===== src/rtl/contador_de_programa.sv =====
// contador_de_programa
// Program-counter and fetch-sequencing unit. Holds the PC, selects the next
// instruction address from the control unit's pcSource, freezes on HALT and
// holds IN-class instructions until the operator's debounced confirm key is
// pressed and then released. 'stall' gates every datapath write enable, so a
// frozen instruction commits nothing.
module contador_de_programa #(
  parameter int ADDR_W   = 10,
  parameter int DEBOUNCE = 16
) (
  input  logic              clk,
  input  logic              rst,
  input  logic              rstBios,
  input  logic [1:0]        pcSource,
  input  logic [ADDR_W-1:0] branchTarget,
  input  logic [ADDR_W-1:0] regTarget,
  input  logic [ADDR_W-1:0] jumpTarget,
  input  logic              isHalt,
  input  logic              isInsert,
  input  logic              confirmKey,
  output logic [ADDR_W-1:0] pc,
  output logic [ADDR_W-1:0] pcPlus1,
  output logic              stall,
  output logic              inputAck,
  output logic              halted,
  output logic              waiting
);

  // Counter must be able to hold DEBOUNCE-1 (the last count before the level flips).
  localparam int CNT_W = (DEBOUNCE < 1) ? 1 : $clog2(DEBOUNCE + 1);

  localparam logic [CNT_W-1:0]  CNT_ZERO = {CNT_W{1'b0}};
  localparam logic [CNT_W-1:0]  CNT_ONE  = CNT_W'(1);
  localparam logic [CNT_W-1:0]  CNT_LAST = CNT_W'((DEBOUNCE < 1) ? 0 : DEBOUNCE - 1);
  localparam logic [ADDR_W-1:0] PC_ZERO  = {ADDR_W{1'b0}};
  localparam logic [ADDR_W-1:0] PC_ONE   = ADDR_W'(1);

  typedef enum logic [1:0] {
    ST_RUN          = 2'd0,
    ST_WAIT_PRESS   = 2'd1,
    ST_WAIT_RELEASE = 2'd2,
    ST_HALTED       = 2'd3
  } state_e;

  // Key path state
  logic             sync1_q, sync1_d;
  logic             sync2_q, sync2_d;
  logic             keyd_q,  keyd_d;
  logic [CNT_W-1:0] cnt_q,   cnt_d;
  logic             key_s;

  // Sequencer state
  state_e            state_q, state_d;
  logic [ADDR_W-1:0] pc_q,    pc_d;
  logic [ADDR_W-1:0] npc_s;

  // Synchronizer next values: the pin is active-low, so invert on entry and
  // let a released key read as 0 all the way down the chain.
  always_comb begin
    sync1_d = sync1_q;
    sync2_d = sync2_q;
    if (rstBios) begin
      sync1_d = 1'b0;
      sync2_d = 1'b0;
    end else begin
      sync1_d = ~confirmKey;
      sync2_d = sync1_q;
    end
  end

  assign key_s = sync2_q;

  // Debouncer: the accepted level only follows key_s after it has disagreed
  // for DEBOUNCE consecutive cycles; any agreement restarts the count.
  always_comb begin
    keyd_d = keyd_q;
    cnt_d  = cnt_q;
    if (rstBios) begin
      keyd_d = 1'b0;
      cnt_d  = CNT_ZERO;
    end else if (key_s == keyd_q) begin
      cnt_d = CNT_ZERO;
    end else if (cnt_q == CNT_LAST) begin
      keyd_d = key_s;
      cnt_d  = CNT_ZERO;
    end else begin
      cnt_d = cnt_q + CNT_ONE;
    end
  end

  // Key-path flops: synchronizer, debounced level and stability counter.
  always_ff @(posedge clk or negedge rst) begin
    if (!rst) begin
      sync1_q <= 1'b0;
      sync2_q <= 1'b0;
      keyd_q  <= 1'b0;
      cnt_q   <= CNT_ZERO;
    end else begin
      sync1_q <= sync1_d;
      sync2_q <= sync2_d;
      keyd_q  <= keyd_d;
      cnt_q   <= cnt_d;
    end
  end

  // Next-PC select; the increment wraps naturally at 2^ADDR_W.
  always_comb begin
    npc_s = pc_q + PC_ONE;
    case (pcSource)
      2'b00:   npc_s = pc_q + PC_ONE;
      2'b01:   npc_s = branchTarget;
      2'b10:   npc_s = regTarget;
      2'b11:   npc_s = jumpTarget;
      default: npc_s = pc_q + PC_ONE;
    endcase
  end

  // Sequencer next state and PC. HALT outranks an input wait; the PC only
  // moves in RUN or on the single confirm cycle of WAIT_PRESS.
  always_comb begin
    state_d = state_q;
    pc_d    = pc_q;
    if (rstBios) begin
      state_d = ST_RUN;
      pc_d    = PC_ZERO;
    end else begin
      case (state_q)
        ST_RUN: begin
          if (isHalt) begin
            state_d = ST_HALTED;
          end else if (isInsert) begin
            state_d = ST_WAIT_PRESS;
          end else begin
            pc_d = npc_s;
          end
        end
        ST_WAIT_PRESS: begin
          if (keyd_q) begin
            pc_d    = npc_s;
            state_d = ST_WAIT_RELEASE;
          end else begin
            state_d = ST_WAIT_PRESS;
          end
        end
        ST_WAIT_RELEASE: begin
          // Returning to RUN does not advance the PC; the next instruction
          // starts on the following cycle.
          if (!keyd_q) begin
            state_d = ST_RUN;
          end else begin
            state_d = ST_WAIT_RELEASE;
          end
        end
        ST_HALTED: begin
          state_d = ST_HALTED;
        end
        default: begin
          state_d = ST_RUN;
          pc_d    = pc_q;
        end
      endcase
    end
  end

  // Sequencer state and PC register.
  always_ff @(posedge clk or negedge rst) begin
    if (!rst) begin
      state_q <= ST_RUN;
      pc_q    <= PC_ZERO;
    end else begin
      state_q <= state_d;
      pc_q    <= pc_d;
    end
  end

  // Output decode from the current state; inputAck and stall also look at the
  // debounced key so the confirm cycle commits its writes.
  always_comb begin
    pc       = pc_q;
    pcPlus1  = pc_q + PC_ONE;
    stall    = 1'b0;
    inputAck = 1'b0;
    halted   = 1'b0;
    waiting  = 1'b0;
    case (state_q)
      ST_RUN: begin
        stall = isHalt | isInsert;
      end
      ST_WAIT_PRESS: begin
        stall    = ~keyd_q;
        inputAck = keyd_q;
        waiting  = 1'b1;
      end
      ST_WAIT_RELEASE: begin
        stall   = 1'b1;
        waiting = 1'b1;
      end
      ST_HALTED: begin
        stall  = 1'b1;
        halted = 1'b1;
      end
      default: begin
        stall = 1'b1;
      end
    endcase
  end

endmodule


===== config.mk =====
export PLATFORM = sky130hd
export DESIGN_NAME = contador_de_programa
export DESIGN_NICKNAME = d
export VERILOG_FILES = /design/src/rtl/contador_de_programa.sv
export SDC_FILE = /design/constraint.sdc
export NUM_CORES = 1
export LEC_CHECK = 0
export ABC_AREA = 1
export CAP_MARGIN = 20
export CORE_MARGIN = 4
export CORE_UTILIZATION = 40
export CTS_CLUSTER_SIZE = 24
export DETAILED_ROUTE_END_ITERATION = 8
export GPL_TIMING_DRIVEN = 0
export PLACE_DENSITY = 0.81
export SLEW_MARGIN = 10
export SYNTH_ARGS = -nofsm -noshare
export SYNTH_HDL_FRONTEND = slang
export SYNTH_SLANG_ARGS = --single-unit

===== constraint.sdc =====
create_clock -name clk -period 2.3 [get_ports clk]
set_input_delay 0.575 -clock clk [delete_from_list [all_inputs] [get_ports clk]]
set_output_delay 0.575 -clock clk [all_outputs]
set_load 0.005 [all_outputs]

; After elaboration in Yosys (flattened, before gate mapping)
; Cells that the tools add are included.
[totals]
reg_bits = 20
out_inout_bits = 24
[op_classes]
bitwise = 3
n_reduce_logical = 8
eq_ne = 13
n_mux = 24
n_addsub = 2
[ops]
columns = operator, n
row1 = 10-bit 2-to-1 mux, 4
row2 = 10-bit case mux with 4 select lines, 1
row3 = 10-bit case mux with 2 select lines, 1
row4 = 5-bit 2-to-1 mux, 3
row5 = 10-bit by 1-bit adder with 10-bit output (second input constant), 1
row6 = 2-bit 2-to-1 mux, 5
row7 = 3-bit != test (second input constant), 3
row8 = 2-bit equality test (second input constant), 4
row9 = 1-bit 2-to-1 mux, 8
row10 = 2-bit case mux with 4 select lines, 1
row11 = 5-bit by 1-bit adder with 5-bit output (second input constant), 1
row12 = 5-bit by 4-bit equality test with 1-bit output (second input constant), 1
row13 = 2-bit by 1-bit equality test with 1-bit output (second input constant), 2
row14 = 2-bit zero test, 2
row15 = 4-bit != test (second input constant), 1
row16 = 4-bit AND reduction, 1
row17 = 2-bit OR reduction, 2
row18 = 1-bit case mux with 3 select lines, 1
row19 = 3-bit nonzero test, 1
row20 = 2-bit != test (second input constant), 1
row21 = 1-bit NOT, 2
row22 = 2-bit AND reduction, 1
row23 = 2-bit nonzero test, 1
row24 = 1-bit equality test, 1
row25 = 1-bit bitwise OR, 1

; Longest topological paths before layout
[logic_depth]
ltp_word = 6
depth_mapped = 9
mapped_depth_nobuf = 9

; Least setup slack after synthesis
; OpenSTA, ideal clock, no wires.
[synth_timing]
kind = reg-to-output
start = register pc_q[0] (netlist: pc[0])
end = output pcPlus1[8]
n_path_buf = 0
required_time_ns = 1.725
setup_slack_ns = 0.656
stages_incl_launch_ff = 6
arrival_ns = 1.069
path_cell_list = dfrtp_1 -> ha_1 -> nand3_1 -> nor2_1 -> nand3_1 -> nand2_1
[synth_between]
elab_chain_cells = 1
[synth_lines]
columns = item, line_no
row1 = "start, declared", 54  ; logic [ADDR_W-1:0] pc_q, pc_d;
row2 = "start signal, assigned", 172  ; pc_q <= pc_d;
row3 = 10-bit by 1-bit adder with 10-bit output, 180  ; pcPlus1 = pc_q + PC_ONE;
row4 = "end, declared", 22  ; output logic [ADDR_W-1:0] pcPlus1,
; Every way passes these cells.

; Worst setup path after layout
[layout_timing]
start = register pc_q[0] (netlist: pc[0])
end = output pcPlus1[9]
; Same word-level chain as after synthesis.

==> run summary <==
mux contribution to synthesized area: 0%
row count: 21
gr ovfl total: 0
share of cells above drive strength 1: 13.7%
Clock Skews: 0.00892 ns
via-per-instance ratio: 4.87
Hold Startpoint: sync1_q$_DFF_PN0_
P per Cell Area: 561 mW/mm^2
drc violations: 0
Post-Syn Instances: 226
post-synthesis simple-gate area fraction: 45.6%
clock transition at the registers of the reported paths: 0.08 ns
Synth Area in Adders: 5.11%
complex-gate fraction of the synthesized area: 4.51%
Inst Count DP: 331
Final Routed Wirelength: 3960 microns
PortBufs: 59
worst skew pair latency: 0.26 ns
Multi-input gate area: 906 sq um
failing checks: setup timing
Min-Delay Endpoint: key_s$_DFF_PN0_
Clock Power Share: 27.6%
syn avg cell area: 6.51 sq um
Internal: 0.886 mW
WS Path Type: flip-flop to output port
Worst Max-Slew Pin Slew: 0.867 ns
worst r2r dst: pc[4]$_DFFE_PN0P_
Highest Clock Rate: 0.434 GHz
largest net degree at the start of global routing: 21
sequential area share after synthesis: 34.0%
max cap viols: 0
Layout area overhead: 56.0%
final setup margin: -0.00209 ns
Max-slew headroom: 42.0%
CTS tree: done
worst path arrival time: 1.73 ns
mapped cell area: 0.00147 sq mm
area leader, netlist: dfrtp_1
post-DP HPWL: 3110 microns
EDFF count, synth: 0
Die Wd: 68.6 microns
Vias: 1646
RSZ-0062 raised after global routing: yes
die area: 0.00471 sq mm
critical-path maximum fanout: 5
Num CTS Buffers: 3
FF/Latch Area: 507 sq um
Final Cycle Share: 100%
# IOs: 62
initial antenna violation count: 0
Crit path required time: 1.73 ns
r2r startpoint: state_q[1]$_DFFE_PN0P_
Fin Setup TNS: -0.00209 ns
total track usage: 18.1%
CORE AREA: 0.00344 sq mm
Startpoint Class: flip-flop
minimum clock period: 2.30 ns
Routed WL per cell: 11.7 microns
Gate power share: 38.2%
clock buffer depth: 2
Worst R2R Path Depth: 8
nets@finish: 337
CTS H-tree lvls: 1
synth unique cells: 26
yosys warns: 0
Clock Root Buffer: clkbuf_8
Psw: 0.400 mW
Setup violations, final: 1
P_leak: 1.13 nW
Placer Congestion: 0.803
Post-synth top cells: nand2_1, nand3_1, nor2_1
most common cell in the netlist: nand2_1
top-area cell type share of the netlist area: 34.0%
initial core utilization: 42.7%
Async S/R FF share, synth: 100%
Worst Hold Slack: 0.460 ns
Antenna Diode Count: 0
sequential share of power: 34.3%
R2R setup slack: 0.77 ns
die height: 68.6 microns
DR iter-0 viols: 96
vias in the first global route: 1571
main combinational cell family by area after synthesis: simple AND/OR/NAND/NOR gates
filler cell count: 291
first-pass GRT wire length: 6660 microns
maximum VDD drop: 0.228 mV
DR pass1 iterations: 4
Power, Total: 1.29 mW
min-delay worst type: flip-flop to flip-flop
TritonCTS sink count: 20
DP Worst Slack: -0.205 ns
Final Max Tran Viols: 0
Switching Share: 31.1%
top post-synthesis cells by area: dfrtp_1, nand2_1, nand3_1
Synth Flop Type: dfrtp_1
Crit. End Element: output port
Mapped Nets: 270
status: finished with violations
hold path depth: 2
final non-filler cell total: 338
Synth Area in XOR/XNOR: 1.79%
ANT nets after route: 0
final-report hold violation count: 0
number of synthesized register bits: 20
-- cells in the final DEF, fill, tap and decap left out, types with 2 or more instances in the layout --
cell | synthesis | routed
and3_1 | 2 | 2
clkbuf_8 | 0 | 3
nand2_1 | 80 | 79
xor2_1 | 2 | 2
nand2_2 | 1 | 2
nand3_4 | 0 | 2
nor3_1 | 4 | 3
o21ai_0 | 7 | 6
nor2_2 | 3 | 3
inv_2 | 6 | 6
o21ai_1 | 2 | 3
clkdlybuf4s50_1 | 0 | 55
dfrtp_2 | 0 | 5
dfrtp_1 | 20 | 15
nor2_1 | 25 | 23
buf_4 | 1 | 3
nand4_1 | 4 | 4
inv_1 | 23 | 23
nand3_1 | 28 | 25
nor2_4 | 0 | 2
ha_1 | 6 | 4
nand3_2 | 3 | 4
dlymetal6s2s_1 | 0 | 2
-- state kept, by name (all words and copies together), names as in the netlist --
name	count
cnt_q	5
sync1_q	1
key_s	1
keyd_q	1
pc	10
state_q	2
-- power groups by stage --
stage | clock (mW) | sequential, mW | combinational (mW)
after floorplan | 0 | 0.432 | 0.215
after global placement | 0 | 0.439 | 0.460
after detailed placement | 0 | 0.442 | 0.467
after CTS | 0.352 | 0.434 | 0.479
after global routing | 0.368 | 0.448 | 0.552
final | 0.355 | 0.441 | 0.491
-- metrics by stage --
stage / area, sq um / util, %
floorplan: 1470 / -
global placement: 2120 / 61.5
detailed placement: 2120 / 61.5
CTS: 2240 / 65.2
global route: 2290 / 66.6
finish: 2290 / 66.6
-- area by class of cell --
type	instances	area share (%)
clock buffer	3	1.80
multi-input combinational	173	39.5
buffer	2	0.546
sequential	20	22.1
tap	46	2.51
timing repair buffer	62	27.1
inverter	31	5.18
clock inverter	1	1.31
-- layer usage --
layer,share of wire (%),vias up,track usage [%]
met3,10,4,5.51
met2,48,67,32.2
met4,0.56,0,2.98
met5,0,-,0
met1,41,730,21.5
li1,-,845,-
-- cells by family (layout without fill, tap and decap cells) --
kind of cell / Yosys count / in the layout
flip-flops: 20 / 20
adder cells (fa/ha/maj): 6 / 6
AO/OA/AOI/OAI: 11 / 11
buffers and inverters: 33 / 99
XOR/XNOR: 3 / 3
AND/OR/NAND/NOR: 153 / 153
-- critical path, cell delays in order (launching register included) --
cell,delay (ns)
dfrtp_2,0.41
buf_6,0.12
nand3_4,0.09
nor2_4,0.17
nand3_2,0.10
nand2_1,0.07
clkdlybuf4s50_1,0.49
-- worst max-delay path by stage --
stage                  to  depth (start not counted)         startpoint  slack (ns)
6_report       pcPlus1[9]                          6  pc[0]$_DFFE_PN0P_      -0.002
5_1_grt        pcPlus1[8]                          6  pc[0]$_DFFE_PN0P_       -0.07
4_1_cts        pcPlus1[4]                          5  pc[0]$_DFFE_PN0P_       -0.07
3_5_place_dp        stall                          6             isHalt       -0.20
3_3_place_gp        stall                          6             isHalt       -0.21
2_1_floorplan  pcPlus1[8]                          5  pc[0]$_DFFE_PN0P_        0.66
-- what timing repair did --
item,in CTS,in global routing
pin swaps,2,2
endpoints found under the setup margin,8,8
hold buffers,0,0
buffers inserted,2,1
resized for setup,13,13
Power figures use the tool's default switching activity.
